--- src/rtl/div_pkg.sv ---
// div_pkg: shared definitions for the sequential divider.
//   - State encoding for the divider FSM (IDLE / RUN / DONE).
//   - cnt_width(): width of the iteration counter that must hold WIDTH.
package div_pkg;

    typedef enum logic [1:0] {
        IDLE = 2'd0,
        RUN  = 2'd1,
        DONE = 2'd2
    } state_t;

    localparam int DEFAULT_WIDTH = 8;

    // Counter must represent the value WIDTH itself, hence WIDTH+1 codes.
    function automatic int cnt_width(input int width);
        return $clog2(width + 1);
    endfunction

endpackage

--- src/rtl/div_step.sv ---
// div_step: one restoring shift-subtract iteration (purely combinational).
// Ports:
//   i_rem     [WIDTH:0]   partial remainder before the step
//   i_q_msb               MSB of the quotient shift register, shifted into rem
//   i_divisor [WIDTH-1:0] divisor
//   o_rem     [WIDTH:0]   partial remainder after the step
//   o_q_bit               quotient bit produced by this step
module div_step
    import div_pkg::*;
#(
    parameter int WIDTH = DEFAULT_WIDTH
) (
    input  logic [WIDTH:0]   i_rem,
    input  logic             i_q_msb,
    input  logic [WIDTH-1:0] i_divisor,
    output logic [WIDTH:0]   o_rem,
    output logic             o_q_bit
);

    logic [WIDTH+1:0] w_shift;
    logic [WIDTH+1:0] w_trial;

    // One extra guard bit above the remainder width keeps the borrow of the
    // trial subtraction visible regardless of the shifted value.
    assign w_shift = {i_rem, i_q_msb};
    assign w_trial = w_shift - {2'b00, i_divisor};

    assign o_q_bit = ~w_trial[WIDTH+1];
    assign o_rem   = o_q_bit ? w_trial[WIDTH:0] : w_shift[WIDTH:0];

endmodule

--- src/rtl/seq_divider.sv ---
// seq_divider: multi-cycle unsigned divider, one quotient bit per clock,
// behind a start/done handshake.
// Ports:
//   clk, rst_n         clock, asynchronous active-low reset
//   start              request, accepted in IDLE or DONE
//   n, d  [WIDTH-1:0]  dividend / divisor, captured on the accepting edge
//   busy               high while iterating
//   done               one-cycle pulse, results valid
//   q, r  [WIDTH-1:0]  quotient / remainder, held until the next accept
//   div_by_zero        captured divisor was zero (q = all ones, r = n)
//
// state | meaning
// IDLE  | waiting for start
// RUN   | shift-subtract iterations, WIDTH cycles
// DONE  | results valid, done high; start accepted back-to-back
module seq_divider
    import div_pkg::*;
#(
    parameter int WIDTH = DEFAULT_WIDTH
) (
    input  logic             clk,
    input  logic             rst_n,
    input  logic             start,
    input  logic [WIDTH-1:0] n,
    input  logic [WIDTH-1:0] d,
    output logic             busy,
    output logic             done,
    output logic [WIDTH-1:0] q,
    output logic [WIDTH-1:0] r,
    output logic             div_by_zero
);

    localparam int CW = cnt_width(WIDTH);

    state_t           r_state;
    state_t           w_state_nxt;
    logic             r_busy;
    logic             r_done;

    logic [WIDTH:0]   r_rem;
    logic [WIDTH-1:0] r_qreg;
    logic [WIDTH-1:0] r_div;
    logic [CW-1:0]    r_cnt;
    logic [WIDTH-1:0] r_q;
    logic [WIDTH-1:0] r_r;
    logic             r_dbz;

    logic             w_accept;
    logic             w_step;
    logic             w_last;
    logic             w_d_zero;
    logic [WIDTH:0]   w_rem_nxt;
    logic             w_q_bit;
    logic [WIDTH-1:0] w_qreg_nxt;

    assign w_d_zero = (d == '0);

    // State register; busy/done are registered from the next state so they
    // track the state exactly without a decode after the flops.
    always_ff @(posedge clk or negedge rst_n) begin
        if (!rst_n) begin
            r_state <= IDLE;
            r_busy  <= 1'b0;
            r_done  <= 1'b0;
        end else begin
            r_state <= w_state_nxt;
            r_busy  <= (w_state_nxt == RUN);
            r_done  <= (w_state_nxt == DONE);
        end
    end

    // Next-state logic
    always_comb begin
        w_state_nxt = r_state;
        case (r_state)
            IDLE, DONE: begin
                if (start) begin
                    w_state_nxt = w_d_zero ? DONE : RUN;
                end else begin
                    w_state_nxt = IDLE;
                end
            end
            RUN: begin
                if (r_cnt == CW'(1)) begin
                    w_state_nxt = DONE;
                end
            end
            default: w_state_nxt = IDLE;
        endcase
    end

    // Output / control decode
    always_comb begin
        w_accept = 1'b0;
        w_step   = 1'b0;
        case (r_state)
            IDLE, DONE: w_accept = start;
            RUN:        w_step   = 1'b1;
            default:    ;
        endcase
    end

    // Counter reaching 1 means this cycle performs the final iteration.
    assign w_last = w_step && (r_cnt == CW'(1));

    div_step #(
        .WIDTH(WIDTH)
    ) u_step (
        .i_rem     (r_rem),
        .i_q_msb   (r_qreg[WIDTH-1]),
        .i_divisor (r_div),
        .o_rem     (w_rem_nxt),
        .o_q_bit   (w_q_bit)
    );

    assign w_qreg_nxt = {r_qreg[WIDTH-2:0], w_q_bit};

    // Operand, shift and result registers
    always_ff @(posedge clk or negedge rst_n) begin
        if (!rst_n) begin
            r_rem  <= '0;
            r_qreg <= '0;
            r_div  <= '0;
            r_cnt  <= '0;
            r_q    <= '0;
            r_r    <= '0;
            r_dbz  <= 1'b0;
        end else if (w_accept) begin
            r_rem  <= '0;
            r_qreg <= n;
            r_div  <= d;
            r_cnt  <= CW'(WIDTH);
            if (w_d_zero) begin
                // No iterations: the result is known on the accepting edge.
                r_q   <= '1;
                r_r   <= n;
                r_dbz <= 1'b1;
            end else begin
                r_q   <= '0;
                r_r   <= '0;
                r_dbz <= 1'b0;
            end
        end else if (w_step) begin
            r_rem  <= w_rem_nxt;
            r_qreg <= w_qreg_nxt;
            r_cnt  <= r_cnt - CW'(1);
            if (w_last) begin
                r_q <= w_qreg_nxt;
                r_r <= w_rem_nxt[WIDTH-1:0];
            end
        end
    end

    assign busy        = r_busy;
    assign done        = r_done;
    assign q           = r_q;
    assign r           = r_r;
    assign div_by_zero = r_dbz;

endmodule

--- config.mk ---
export PLATFORM = sky130hd
export DESIGN_NAME = seq_divider
export DESIGN_NICKNAME = d
export VERILOG_FILES = /design/src/rtl/div_pkg.sv /design/src/rtl/div_step.sv /design/src/rtl/seq_divider.sv
export SDC_FILE = /design/constraint.sdc
export NUM_CORES = 1
export LEC_CHECK = 0
export CELL_PAD_IN_SITES_DETAIL_PLACEMENT = 0
export CELL_PAD_IN_SITES_GLOBAL_PLACEMENT = 1
export CORE_MARGIN = 4
export CORE_UTILIZATION = 44
export CTS_CLUSTER_DIAMETER = 100
export DETAILED_ROUTE_END_ITERATION = 6
export GPL_TIMING_DRIVEN = 1
export HOLD_SLACK_MARGIN = 0.15
export PLACE_DENSITY_LB_ADDON = 0.1
export SLEW_MARGIN = 15
export SYNTH_ARGS = -nofsm -noshare
export SYNTH_HDL_FRONTEND = slang
export SYNTH_SLANG_ARGS = --single-unit
--- constraint.sdc ---
create_clock -name clk -period 4.62 [get_ports clk]
set_input_delay 1.386 -clock clk [delete_from_list [all_inputs] [get_ports clk]]
set_output_delay 1.386 -clock clk [all_outputs]
set_load 0.01 [all_outputs]
==> out/results.ini <==
[timing]
min_period_ns=2.959
setup_viol=0
tns_ns=0
period_share_pct=64.05
slew-limit-headroom_pct=34.01
worst_pin_slew_ns=0.9845
rsz0062_at_grt=false
fmax_mhz=337.9
clock_skew_ns=0.007191
slew_violations=0
hold_violations=0

[critical_path]
reg2reg_to=r[0]
worstSetupEndpointType=register
reg2reg_depth=7
reg2reg_from=r_rem[1]
worstPathMaxFanout=8
cp_data_arrival_time_ns=3.18
worstPathRequired_ns=4.84
rrSetupSlack_ns=1.88
cp-start-kind=input port
crit_type=in2reg

[finish]
fillers=548
post-route-util_pct=55.58
final_cells=380
nets=337
num_antenna_cells=0
drive_gt1_share_pct=9.091
syn2layout_area_growth_pct=21.04

[global_routing]
grt_util_met1_pct=26.06
grtUsageMet3_pct=3.042
grt_pass1_wl_mm=10.02
met2_usage_pct=26.41
antenna_found_initial=0
busiest_layer=met2
grt.overflow.total=0
first_global_vias=2019
grt_max_degree=49
grt_usage_pct=17.49

[logic_synthesis]
synth.cell_area_mm2=0.002575
synth-async-reset-ratio_pct=100.0
postSynthCellCount=272
synth-seq-area-share_pct=48.59
synth-edff-count=0
syn_nets=302
ys_types=44
postSynthAreaPerCell_um2=9.467
ys_ff_latch=50
synth_warnings=0
ys.flop_type=dfrtp_1

[placed_design]
hpwl_mm=4.197
numPortBuffers=37
place_congestion=0.8280
placed_cells=372

[clock_network]
ctsResizeCount=0
cts_buffers=5
postCtsSetupBuffers=0
clk_pin_slew_ns=0.09
clk_latency_ns=0.30
cts_hold_buf=0
cts_buffer_depth=2
cts_root_buf=clkbuf_8
htreeDepth=2
cts_tree=yes
clock_sinks=50

[pwr]
power_mw=2.563
power_density_mw_per_mm2=822.4
irDropWorstVdd_mv=0.3073
p_leak_nw=1.387

[drt]
ant_nets=0
drc=0
wl_per_cell_um=15.67
drtIter0Drc=81
vias=2068
first_pass_iters=4
vias_per_cell=5.442
wirelength_mm=5.953

[floorplan]
dieArea_mm2=0.007140
pin_count=38
coreArea_mm2=0.005608
die_y_um=84.50
die_w_um=84.50
rows=27
start_util_pct=45.92

[outcome]
status=finished, final reports clean

[min_path]
hold_path_class=reg2reg
whs_endpoint=div_by_zero
hold-path-cell-count=2
min-delay-start=div_by_zero

[run]
drv_cap=0

## critical path, cell delays in order
cell and delay, ns:
clkdlybuf4s50_1 0.41, or4_1 0.60, nor3_2 0.50, a22oi_1 0.17
o21ai_1 0.12
## placed cells by master, fill, tap and decap left out, types with 2 or more instances in the layout
cell type        Yosys  routed
nand2b_1             3       3
and2_1               2       2
nand3_1              3       3
xor2_1               4       4
nor3_2               2       2
a21o_1               2       2
xnor2_1              4       4
buf_4                0       4
o21ai_0             27      27
o21ai_2              2       2
a31oi_1             12      12
a21oi_2              4       4
inv_1               13      13
a22oi_1              8       8
o22ai_1              2       2
clkdlybuf4s50_1      0      36
a221o_1              2       2
clkbuf_8             0       5
ha_1                10      10
a211oi_1             2       2
a21oi_1             10      10
mux2i_1              4       4
or4_1                2       2
nor4_1               2       2
dfrtp_1             50      50
nor2_1              13      13
nand2_1             56      56
nor2b_1              3       3
## sequential cells by signal, summed over array words and instances (netlist names)
register	flops
r_rem	9
q	8
r	8
r_div	8
r_qreg	8
r_cnt	4
r_state	2
busy	1
div_by_zero	1
done	1
## report_power, final
part / total (mW) / leakage (nW) / internal, mW / switching (mW)
Sequential: 0.787 / 0.617 / 0.650 / 0.137
Clock: 0.310 / 0.0585 / 0.162 / 0.147
Combinational: 1.47 / 0.712 / 0.674 / 0.793
Total: 2.56 / 1.39 / 1.49 / 1.08
## stage by stage
stage | instance area (µm²) | setup slack, ns | hold slack, ns
3_5_place_dp | 3004 | 1.346 | 0.4707
3_3_place_gp | 3004 | 1.369 | 0.4618
2_1_floorplan | 2575 | 2.016 | 0.4523
6_report | 3117 | 1.661 | 0.4871
5_1_grt | 3117 | 1.513 | 0.5211
4_1_cts | 3117 | 1.663 | 0.4935
## kinds of logic (layout without fill, tap and decap cells)
family          Yosys count  count (layout)  synth area share [%]
buf+inv                  26              62                 4.082
xor+xnor                  8               8                 2.721
compound gates           79              79                 20.02
flops                    50              50                 48.59
fa+ha+maj                11              11                 5.637
simple gates             92              92                 16.42
mux                       6               6                 2.527
## synth_stat cells (3+ instances only)
cell / instances / area share, %
a21oi_1: 10 / 1.9
a21oi_2: 4 / 1.4
a22oi_1: 8 / 2.3
a31oi_1: 12 / 2.9
clkbuf_1: 12 / 1.7
dfrtp_1: 50 / 49
ha_1: 10 / 4.9
inv_1: 13 / 1.9
mux2i_1: 4 / 1.6
nand2_1: 56 / 8.2
nand2b_1: 3 / 0.73
nand3_1: 3 / 0.58
nor2_1: 13 / 1.9
nor2b_1: 3 / 0.73
o21ai_0: 27 / 5.2
xnor2_1: 4 / 1.4
xor2_1: 4 / 1.4
## worst max-delay path by stage
stage	start	endpoint	slack, ns	cells past startpoint
global route	d[5]	r[7]	1.51	5
floorplan	d[5]	r[6]	2.02	6
CTS	d[5]	r[3]	1.66	5
detailed placement	d[5]	r[3]	1.35	5
global placement	d[5]	r[2]	1.37	5
finish	d[5]	r[0]	1.66	5
## per-layer routing
metal,share of wire [%],vias up,wire [µm]
met5,0,-,0
li1,-,1016,-
met1,52,998,3066
met3,3.8,7,227
met2,44,47,2591
met4,1.1,0,67
## layout make-up
cell class / count / area (µm²) / share of cell area [%]
inverters: 13 / 48.80 / 1.566
clock inverters: 3 / 43.79 / 1.405
flip-flops and latches: 50 / 1251 / 40.14
well taps: 72 / 90.09 / 2.890
repair buffers: 41 / 395.4 / 12.69
clock buffers: 5 / 68.82 / 2.208
multi-input cells: 196 / 1219 / 39.10
Note: power is estimated with default switching activity, not from simulation.
